[config.mk]
export PLATFORM = sky130hd
export DESIGN_NAME = vco_readout_dec
export DESIGN_NICKNAME = d
export VERILOG_FILES = /design/src/rtl/vco_readout_dec.sv
export SDC_FILE = /design/constraint.sdc
export NUM_CORES = 1
export LEC_CHECK = 0
export CORE_AREA = 2 2 82 123
export CTS_BUF_LIST = sky130_fd_sc_hd__clkbuf_4 sky130_fd_sc_hd__clkbuf_8 sky130_fd_sc_hd__clkbuf_16
export CTS_CLUSTER_DIAMETER = 50
export DETAILED_ROUTE_END_ITERATION = 10
export DIE_AREA = 0 0 84 125
export HOLD_SLACK_MARGIN = 0.02
export MAX_ROUTING_LAYER = met4
export PLACE_DENSITY = 0.56
export SLEW_MARGIN = 20
export SYNTH_ARGS = -nofsm -noshare
export SYNTH_HDL_FRONTEND = slang
export SYNTH_SLANG_ARGS = --single-unit
[constraint.sdc]
create_clock -name clk -period 3.35 [get_ports clk]
set_clock_uncertainty 0.1 [all_clocks]
set_input_delay 0.8375 -clock clk [delete_from_list [all_inputs] [get_ports clk]]
set_output_delay 0.8375 -clock clk [all_outputs]
set_load 0.02 [all_outputs]
[src/rtl/vco_readout_dec.sv]
// Ring-VCO quantiser readout: per-phase synchroniser, toggle popcount per sample,
// and a decimating saturating accumulator with sticky overflow.
module vco_readout_dec #(
  parameter int unsigned NPH   = 5,
  parameter int unsigned SYNC  = 2,
  parameter int unsigned CW    = $clog2(NPH + 1),
  parameter int unsigned DEC_W = 8,
  parameter int unsigned ACC_W = 16
) (
  input  logic             clk,
  input  logic             rst_n,
  input  logic             en,
  input  logic             clr,
  input  logic [NPH-1:0]   vco,
  input  logic [DEC_W-1:0] dec_ratio,
  output logic [CW-1:0]    qz,
  output logic             qz_vld,
  output logic [ACC_W-1:0] acc_out,
  output logic             acc_vld,
  output logic             ovf
);

  localparam int unsigned WCW = $clog2(SYNC + 1);
  localparam int unsigned SW  = ACC_W + 1;
  localparam int unsigned CNW = DEC_W + 1;

  typedef enum logic {WARM, RUN} state_t;

  state_t           state, state_nxt;
  logic [WCW-1:0]   wcnt, wcnt_nxt;
  logic             qz_vld_nxt;

  logic [NPH-1:0]   sync_q [SYNC];
  logic [NPH-1:0]   dly_q;
  logic [NPH-1:0]   edge_c;
  logic [CW-1:0]    pop_c;

  logic [ACC_W-1:0] acc;
  logic [DEC_W-1:0] cnt;
  logic [DEC_W-1:0] r_q;
  logic [DEC_W-1:0] r_eff_c;
  logic [SW-1:0]    sum_c;
  logic [ACC_W-1:0] sat_c;
  logic [CNW-1:0]   cnt_inc_c;
  logic             last_c;

  // Synchroniser chain plus one-cycle delay; shifts regardless of en.
  always_ff @(posedge clk or negedge rst_n) begin
    if (!rst_n) begin
      for (int k = 0; k < int'(SYNC); k++) sync_q[k] <= '0;
      dly_q <= '0;
    end else begin
      sync_q[0] <= vco;
      for (int k = 1; k < int'(SYNC); k++) sync_q[k] <= sync_q[k-1];
      dly_q <= sync_q[SYNC-1];
    end
  end

  assign edge_c = sync_q[SYNC-1] ^ dly_q;

  always_comb begin
    pop_c = '0;
    for (int i = 0; i < int'(NPH); i++) pop_c = pop_c + CW'(edge_c[i]);
  end

  // Warm-up FSM: state register.
  always_ff @(posedge clk or negedge rst_n) begin
    if (!rst_n) begin
      state <= WARM;
      wcnt  <= '0;
    end else begin
      state <= state_nxt;
      wcnt  <= wcnt_nxt;
    end
  end

  // Next state: stay in WARM for SYNC+1 edges so reset-zero flops cannot leak toggles.
  always_comb begin
    state_nxt = state;
    wcnt_nxt  = wcnt;
    if (state == WARM) begin
      if (wcnt == WCW'(SYNC)) begin
        state_nxt = RUN;
        wcnt_nxt  = '0;
      end else begin
        wcnt_nxt = wcnt + WCW'(1);
      end
    end
  end

  // Output decode.
  always_comb begin
    qz_vld_nxt = 1'b0;
    if (state == RUN) qz_vld_nxt = en;
  end

  always_ff @(posedge clk or negedge rst_n) begin
    if (!rst_n) begin
      qz     <= '0;
      qz_vld <= 1'b0;
    end else begin
      qz     <= en ? pop_c : '0;
      qz_vld <= qz_vld_nxt;
    end
  end

  // Window ratio is latched at window start; mid-window changes are ignored.
  always_comb begin
    r_eff_c = r_q;
    if (cnt == '0) r_eff_c = (dec_ratio == '0) ? DEC_W'(1) : dec_ratio;
  end

  assign sum_c     = {1'b0, acc} + SW'(qz);
  assign sat_c     = sum_c[ACC_W] ? '1 : sum_c[ACC_W-1:0];
  assign cnt_inc_c = {1'b0, cnt} + CNW'(1);
  assign last_c    = (cnt_inc_c == {1'b0, r_eff_c});

  always_ff @(posedge clk or negedge rst_n) begin
    if (!rst_n) begin
      acc     <= '0;
      cnt     <= '0;
      r_q     <= '0;
      acc_out <= '0;
      acc_vld <= 1'b0;
      ovf     <= 1'b0;
    end else if (clr) begin
      acc     <= '0;
      cnt     <= '0;
      acc_vld <= 1'b0;
      ovf     <= 1'b0;
    end else begin
      acc_vld <= 1'b0;
      if (qz_vld) begin
        if (cnt == '0) r_q <= r_eff_c;
        if (sum_c[ACC_W]) ovf <= 1'b1;
        if (last_c) begin
          acc_out <= sat_c;
          acc_vld <= 1'b1;
          acc     <= '0;
          cnt     <= '0;
        end else begin
          acc <= sat_c;
          cnt <= cnt_inc_c[DEC_W-1:0];
        end
      end
    end
  end

endmodule

==> summary.txt <==
RUN STATUS
---------------------------------------------------------------------------------
Outcome ............................................................ finished, final reports clean

ROUTING
---------------------------------------------------------------------------------
Antenna violation net count after detailed routing .................            0
Drt initial violations .............................................          111
Via density per instance ...........................................         5.37
Total via count after detailed routing .............................         2667
Total detailed-routing wirelength ..................................      8.04 mm
DRC violation count after routing ..................................            0
Routed length per instance ......................................... 16.2 microns
Number of detailed-route iterations in the first pass ..............            4

TIMING
---------------------------------------------------------------------------------
Transition time of the tightest slew-check pin .....................     0.839 ns
Unrepaired setup endpoints after global routing ....................        false
Final number of max-transition violations ..........................            0
Final Hold Vio Count ...............................................            0
Share of the clock period used by the worst path after layout ......        89.4%
Post-route minimum period ..........................................      2.99 ns
Worst slew slack as a fraction of its limit ........................        44.1%
Number of failing setup endpoints in the final timing report .......            0
F_max ..............................................................      334 MHz

PLACEMENT
---------------------------------------------------------------------------------
DP Cell Count ......................................................          481
Final HPWL from detailed placement .................................      5.96 mm
Routability congestion estimate ....................................        0.833
Post-Place Cell Area ...............................................   4250 sq um
Quantity of I/O buffers inserted on ports ..........................           38

FINAL LAYOUT
---------------------------------------------------------------------------------
Post-route insts no fill ...........................................          497
Synthesis-to-layout area growth ....................................        25.0%
Share of cells above drive strength 1 ..............................        15.7%
Post-layout utilization of the core ................................        48.0%
Number of nets in the finished design ..............................          403
Count of antenna diodes in the layout ..............................            0
Non-Filler Cell Area, Final ........................................   4570 sq um

PWR
---------------------------------------------------------------------------------
Leakage power summed over all cells ................................      2.00 nW
Max rail drop VDD ..................................................   0.000300 V
Cell area power density ............................................  529 nW/um^2

LOGIC SYNTHESIS
---------------------------------------------------------------------------------
Number of enable flip-flop cells after synthesis ...................            0
Dominant cells by area after synthesis ............................. dfrtp_1 49%, mux2_2 4.6%, xnor2_1 2.9%
Yosys cell types ...................................................           55
Leading cell types by count after synthesis ........................ 72 x dfrtp_1, 24 x nand2_1, 20 x nand3_1, 15 x inv_1, 15 x mux2_2
Count of synthesis-stage warnings from yosys .......................            0
Synthesis-stage register bit count .................................           72
Mean cell area of the mapped netlist ...............................   11.2 sq um
Portion of synthesized cell area occupied by the leading cell type .        49.2%
Library cell with the highest instance count after synthesis .......      dfrtp_1
Netlist area before placement ......................................   3660 sq um
Mapped Cells .......................................................          328
Syn_nets ...........................................................          354
Sequential-to-total area share from yosys stat .....................        49.2%
Biggest area consumer among synthesized cells ......................      dfrtp_1
Async SR Flop Fraction .............................................         100%
Prevailing post-synth register cell ................................      dfrtp_1

FLOORPLAN
---------------------------------------------------------------------------------
Die Height .........................................................  125 microns
Initial core utilization ...........................................        38.4%
Die footprint ......................................................  10500 sq um
Core Region ........................................................   9520 sq um
Number of placed I/O pins ..........................................           39
Overall die width ..................................................   84 microns
Standard-cell row count ............................................           44

WORST SETUP PATH
---------------------------------------------------------------------------------
Worst endpoint required time .......................................      3.45 ns
Crit end category ..................................................     register
Worst Path Buf+Inv .................................................            2
Startpoint types ................................................... primary input
Largest fanout on the critical path ................................           11
Critical path's top delay family ................................... simple AND/OR/NAND/NOR gates
Arrival time worst endpoint ........................................      3.10 ns
Slowest stage cell on the critical path ............................ clkdlybuf4s50_1
Cell-by-cell listing of the critical path .......................... clkdlybuf4s50_1 > nor4_1 > a21oi_1 > o311ai_2 > nand4_2 > nor4_4 > buf_12 > mux2_1
Worst setup path class ............................................. primary input to register
Highest cell delay on the worst timing path ........................      0.44 ns

GRT
---------------------------------------------------------------------------------
Global Route met1 Usage ............................................        19.5%
Pin count of the biggest net entering global routing ...............           39
Overall global routing resource usage ..............................        16.5%
Aggregate global routing overflow ..................................            0
Number of global-route vias before repair ..........................         2669
Global routing usage on met2 .......................................        27.4%
Global-route wire length before repair .............................      13.3 mm
Global routing usage on met3 .......................................        2.84%
Antenna violations before repair ...................................            0
Layer with the highest usage .......................................         met2

CLOCKING
---------------------------------------------------------------------------------
Clock transition at the registers of the reported paths ............      0.06 ns
Number of buffers created by CTS ...................................            9
Post-CTS sizing ....................................................            0
TritonCTS clock tree ...............................................          yes
CTS Hold Buffers Added .............................................            0
Worst-Skew Late Latency ............................................      0.33 ns
Root Buffer ........................................................    clkbuf_16
Max clock buf depth ................................................            2
Buffers inserted during post-CTS setup optimization ................            0
H-tree levels ......................................................            3
Sinks on Clock Net .................................................           72

JOB
---------------------------------------------------------------------------------
Number of max-cap violations .......................................            0

HOLD PATH
---------------------------------------------------------------------------------
Type of the worst min-delay path ................................... register to register

-- sequential cells by signal, indices dropped and copies added, names as in the netlist, 2 cells and up --
| name | flops |
|---|---|
| qz | 3 |
| dly_q | 5 |
| acc_out | 16 |
| acc | 16 |
| sync_q | 10 |
| wcnt | 2 |
| r_q | 8 |
| cnt | 8 |
-- kinds of logic after synthesis --
group | count (synthesis) | synth area share, %
compound gates | 72 | 15.1
mux | 25 | 7.49
fa+ha+maj | 9 | 3.69
xor+xnor | 19 | 4.55
simple gates | 101 | 16.0
buf+inv | 30 | 3.90
flops | 72 | 49.2
-- metrics by stage --
stage	setup TNS, ns	hold slack, ns	power [W]	setup slack (ns)
after floorplan	0	0.231	0.00124	0.471
after global placement	0	0.235	0.00140	0.00380
after detailed placement	-0.00459	0.237	0.00140	-0.00182
after CTS	0	0.250	0.00246	0.323
after global routing	0	0.256	0.00253	0.144
final	0	0.248	0.00242	0.356
-- power breakdown --
| group | leakage [nW] | internal [W] | total [W] | switching (W) |
|---|---|---|---|---|
| clock network | 0.153 | 0.000664 | 0.00104 | 0.000373 |
| registers | 0.914 | 0.000940 | 0.000988 | 0.0000483 |
| logic | 0.937 | 0.000187 | 0.000395 | 0.000207 |
| total | 2.00 | 0.00179 | 0.00242 | 0.000628 |
-- area by class of cell --
class,instances,area (sq um)
flip-flops and latches,72,1800
fillers,884,4950
clock inverters,6,92.6
well taps,115,144
inverters,15,56.3
repair buffers,53,526
multi-input cells,226,1720
clock buffers,10,233
-- layout by cell type (no fill, tap or decap), types with 5 or more instances in the layout --
| cell | instances |
|---|---|
| a21o_1 | 6 |
| a21oi_1 | 14 |
| a32o_1 | 9 |
| buf_4 | 12 |
| clkbuf_16 | 9 |
| clkdlybuf4s50_1 | 37 |
| dfrtp_1 | 72 |
| ha_1 | 6 |
| inv_1 | 15 |
| mux2_2 | 15 |
| mux2i_1 | 6 |
| nand2_1 | 24 |
| nand3_1 | 20 |
| nor2_1 | 13 |
| nor3_1 | 5 |
| o21ai_0 | 5 |
| o31ai_1 | 7 |
| xnor2_1 | 12 |
| xor2_1 | 7 |
-- per-layer routing --
layer  up-vias  wire length (microns)
li1       1298                      -
met1      1308                   3490
met2        47                   4140
met3        14                    209
met4         0                    204
met5         -                      0
-- worst paths after layout --
kind	start	end	slack (ns)	cells past startpoint
max	dec_ratio[5]	acc_out[11]	0.36	8
min	sync_q[9]	sync_q[4]	0.25	0
max reg2reg	cnt[0]	acc[14]	0.43	8
min reg2reg	sync_q[9]	sync_q[4]	0.25	0
max in group asynchronous	rst_n	acc_out[7]	1.96	2
min in group asynchronous	rst_n	acc_out[0]	0.51	1
No activity file was read; power rests on OpenSTA's default activity.
==> RTL edit, RTL diff (same flow settings) <==
Register the inputs `en`, `clr`, `vco` and `dec_ratio` before use. The logic sees them one clock later. Comments in the files are not updated.
--- a/src/rtl/vco_readout_dec.sv
+++ b/src/rtl/vco_readout_dec.sv
@@ -26,6 +26,18 @@
 
   typedef enum logic {WARM, RUN} state_t;
 
+  logic en_q;
+  logic clr_q;
+  logic [NPH-1:0] vco_q;
+  logic [DEC_W-1:0] dec_ratio_q;
+
+  always_ff @(posedge clk) begin
+    en_q        <= en;
+    clr_q       <= clr;
+    vco_q       <= vco;
+    dec_ratio_q <= dec_ratio;
+  end
+
   state_t           state, state_nxt;
   logic [WCW-1:0]   wcnt, wcnt_nxt;
   logic             qz_vld_nxt;
@@ -50,7 +62,7 @@
       for (int k = 0; k < int'(SYNC); k++) sync_q[k] <= '0;
       dly_q <= '0;
     end else begin
-      sync_q[0] <= vco;
+      sync_q[0] <= vco_q;
       for (int k = 1; k < int'(SYNC); k++) sync_q[k] <= sync_q[k-1];
       dly_q <= sync_q[SYNC-1];
     end
@@ -91,7 +103,7 @@
   // Output decode.
   always_comb begin
     qz_vld_nxt = 1'b0;
-    if (state == RUN) qz_vld_nxt = en;
+    if (state == RUN) qz_vld_nxt = en_q;
   end
 
   always_ff @(posedge clk or negedge rst_n) begin
@@ -99,7 +111,7 @@
       qz     <= '0;
       qz_vld <= 1'b0;
     end else begin
-      qz     <= en ? pop_c : '0;
+      qz     <= en_q ? pop_c : '0;
       qz_vld <= qz_vld_nxt;
     end
   end
@@ -107,7 +119,7 @@
   // Window ratio is latched at window start; mid-window changes are ignored.
   always_comb begin
     r_eff_c = r_q;
-    if (cnt == '0) r_eff_c = (dec_ratio == '0) ? DEC_W'(1) : dec_ratio;
+    if (cnt == '0) r_eff_c = (dec_ratio_q == '0) ? DEC_W'(1) : dec_ratio_q;
   end
 
   assign sum_c     = {1'b0, acc} + SW'(qz);
@@ -123,7 +135,7 @@
       acc_out <= '0;
       acc_vld <= 1'b0;
       ovf     <= 1'b0;
-    end else if (clr) begin
+    end else if (clr_q) begin
       acc     <= '0;
       cnt     <= '0;
       acc_vld <= 1'b0;
Behaviour: not the same (Yosys sat finds a counterexample within 4 cycles, from zero or initial values and one cycle with rst_n low).
==> RTL edit against the original RTL <==
  * Area after synthesis rose by 13%
  * Register-to-register slack worse by 0.16 ns
  * Setup slack worse by 0.088 ns
  * Routed wire length is 8.2% higher
  * Sequential cell count is 15 higher
  * Power up 7.4%
  * Cell area grew 10%
  * Via count grew 15%
  * Critical endpoint is now acc_out[2]
==> RTL edit: results (changes against the original RTL) <==
| Metric | Value |
|---|---|
| Num CTS Buffers | `9 (unchanged)` |
| H-tree depth | `3 (unchanged)` |
| Area share of fa/ha/maj cells after synthesis | `3.25% (-0.44 points)` |
| Clock input transition at the sequential cells of the worst setup and hold paths | `0.06 ns (about the same)` |
| Period Utilization, post-route | `92.0% (+2.6 points)` |
| Synth Area in XOR/XNOR | `2.95% (-1.6 points)` |
| Mux cell area share after synthesis | `7.47% (-0.015 points)` |
| Worst-Margin Slew | `0.546 ns (-0.293 ns)` |
| Detailed placement HPWL | `6.47 mm (+8.6%)` |
| Initial antenna violation count | `0 (unchanged)` |
| Top cells by area, synth | `dfrtp_1 (43%), dfxtp_1 (7.2%), mux2_2 (4.3%)` |
| Routed wire per std cell | `15.7 um (-3.1%)` |
| Clk_lat worst skew | `roughly 0.34 ns` |
| CP max stage cell | `or4b_4` |
| Slowest stage delay, CP | `0.52 ns (+0.08 ns)` |
| DRC viols | `0 (unchanged)` |
| Final #Nets | `461 (+14%)` |
| GRT Resource Usage Total | `18.6% (+2.1 points)` |
| GPL Wtd Cong | `0.913 (+9.6%)` |
| Buffers added on ports | `38 (unchanged)` |
| Drt initial violations | `169 (+52%)` |
| Maximum fanout along the worst path | `17 (+6)` |
| Status | `completed` |
| Vias in the first global route | `3024 (+13%)` |
| N_diodes | `0 (unchanged)` |
| Number of filler cells placed in the layout | `851 (-3.7%)` |
| Maximum vdd drop | `0.338 mV (+13%)` |
| Commonest cells post-synth | `dfrtp_1 (72), nand2_1 (32), o21ai_0 (20)` |
| Syn nets | `416 (+18%)` |
| Async SR Flop Fraction | `82.8% (-17 points)` |
| Layout cells sized above 1 | `14.8% (-0.93 points)` |
| Largest net degree at the start of global routing | `42 (+7.7%)` |
| Top Registers | `acc (16), acc_out (16), sync_q (10)` |
| Cell area after placement | `4720 um^2 (+11%)` |
| Number of vias per cell | `5.54 (+3.2%)` |
| P_leak | `2.18 nW (+8.9%)` |
| Cell family with most CP delay | `simple AND/OR/NAND/NOR gates` |
| First-pass GRT wire length | `15.1 mm (+13%)` |
| Post-synthesis compound-gate area fraction | `13.9% (-1.2 points)` |
| Seq/Total Area, Yosys | `50.6% (+1.4 points)` |
| Pre-antenna DRT Iters | `4 (unchanged)` |
| Clock root cell | `clkbuf_16` |
| Post-synthesis cell type count | `53 (-3.6%)` |
| Crit path arrival time | `3.21 ns (+0.11 ns)` |
| Ys Warns | `0 (unchanged)` |
[RTL edit: changes by cell type after synthesis, sizes merged, moves of 5 or more]
cell	change
dfxtp	+15
o21ai	+15
clkbuf	+8
nand2	+8
nor2	+7
o31ai	-7
nor2b	+5
nor3b	+5
o211ai	+5
xor2	-5
[RTL edit: worst register-to-register path: stages, from the launching register on]
cell and delay (ns):
dfrtp_1 0.43, inv_1 0.08, ha_1 0.15, or4b_4 0.52, nor2_4 0.16, o311ai_2 0.13
a2111oi_4 0.41, nor2_2 0.18, nor3b_4 0.26, buf_12 0.20, mux2_2 0.35
[RTL edit: final timing paths]
kind | start | endpoint | slack, ns | cells past startpoint
setup / recovery | cnt[1] | acc_out[2] | 0.27 | 10
hold / removal | vco_q[1] | sync_q[6] | 0.23 | 0
setup reg to reg | cnt[1] | acc_out[2] | 0.27 | 10
hold reg to reg | vco_q[1] | sync_q[6] | 0.23 | 0
max in group asynchronous | rst_n | r_q[7] | 2.25 | 2
min in group asynchronous | rst_n | acc_out[10] | 0.33 | 1
[RTL edit: routing by layer]
metal,vias to the layer above,track usage [%],part of all wire (%)
met1,1502,22.0,42
met4,0,8.35,2.2
met3,14,3.56,2.7
met2,66,30.8,53
met5,-,-,0
li1,1493,-,-
[RTL edit: metrics by stage]
stage	setup WS (ns)	std cells	hold slack, ns	power (mW)
2_1_floorplan	0.337	390	0.216	1.45
3_3_place_gp	0.212	539	0.218	1.58
3_5_place_dp	0.167	539	0.222	1.59
4_1_cts	0.151	555	0.230	2.63
5_1_grt	0.0375	555	0.241	2.74
6_report	0.268	555	0.228	2.60
[RTL edit: power by group]
group / internal, mW / switching, mW / total (mW)
clock network: 0.610 / 0.428 / 1.04
registers: 1.12 / 0.0710 / 1.20
logic: 0.180 / 0.185 / 0.365
[RTL edit: cells by family (layout without fill, tap and decap cells)]
group           after synthesis  count (layout)
compound gates               83              83
xor+xnor                     14              14
fa+ha+maj                     9               9
buf+inv                      37              87
flops                        87              87
mux                          26              26
simple gates                134             134
[RTL edit: area by class of cell]
cell class | instances | area [um^2] | area share (%)
Clock buffer | 10 | 239 | 4.74
Timing Repair Buffer | 56 | 536 | 10.6
Sequential cell | 87 | 2100 | 41.7
Inverter | 15 | 56.3 | 1.12
Tap cell | 115 | 144 | 2.85
Clock inverter | 6 | 75.1 | 1.49
Multi-Input combinational cell | 266 | 1890 | 37.5
[RTL edit: what timing repair did]
action	CTS	global route
endpoints found under the setup margin	0	17
gates resized for setup	0	1
buffers inserted	0	0
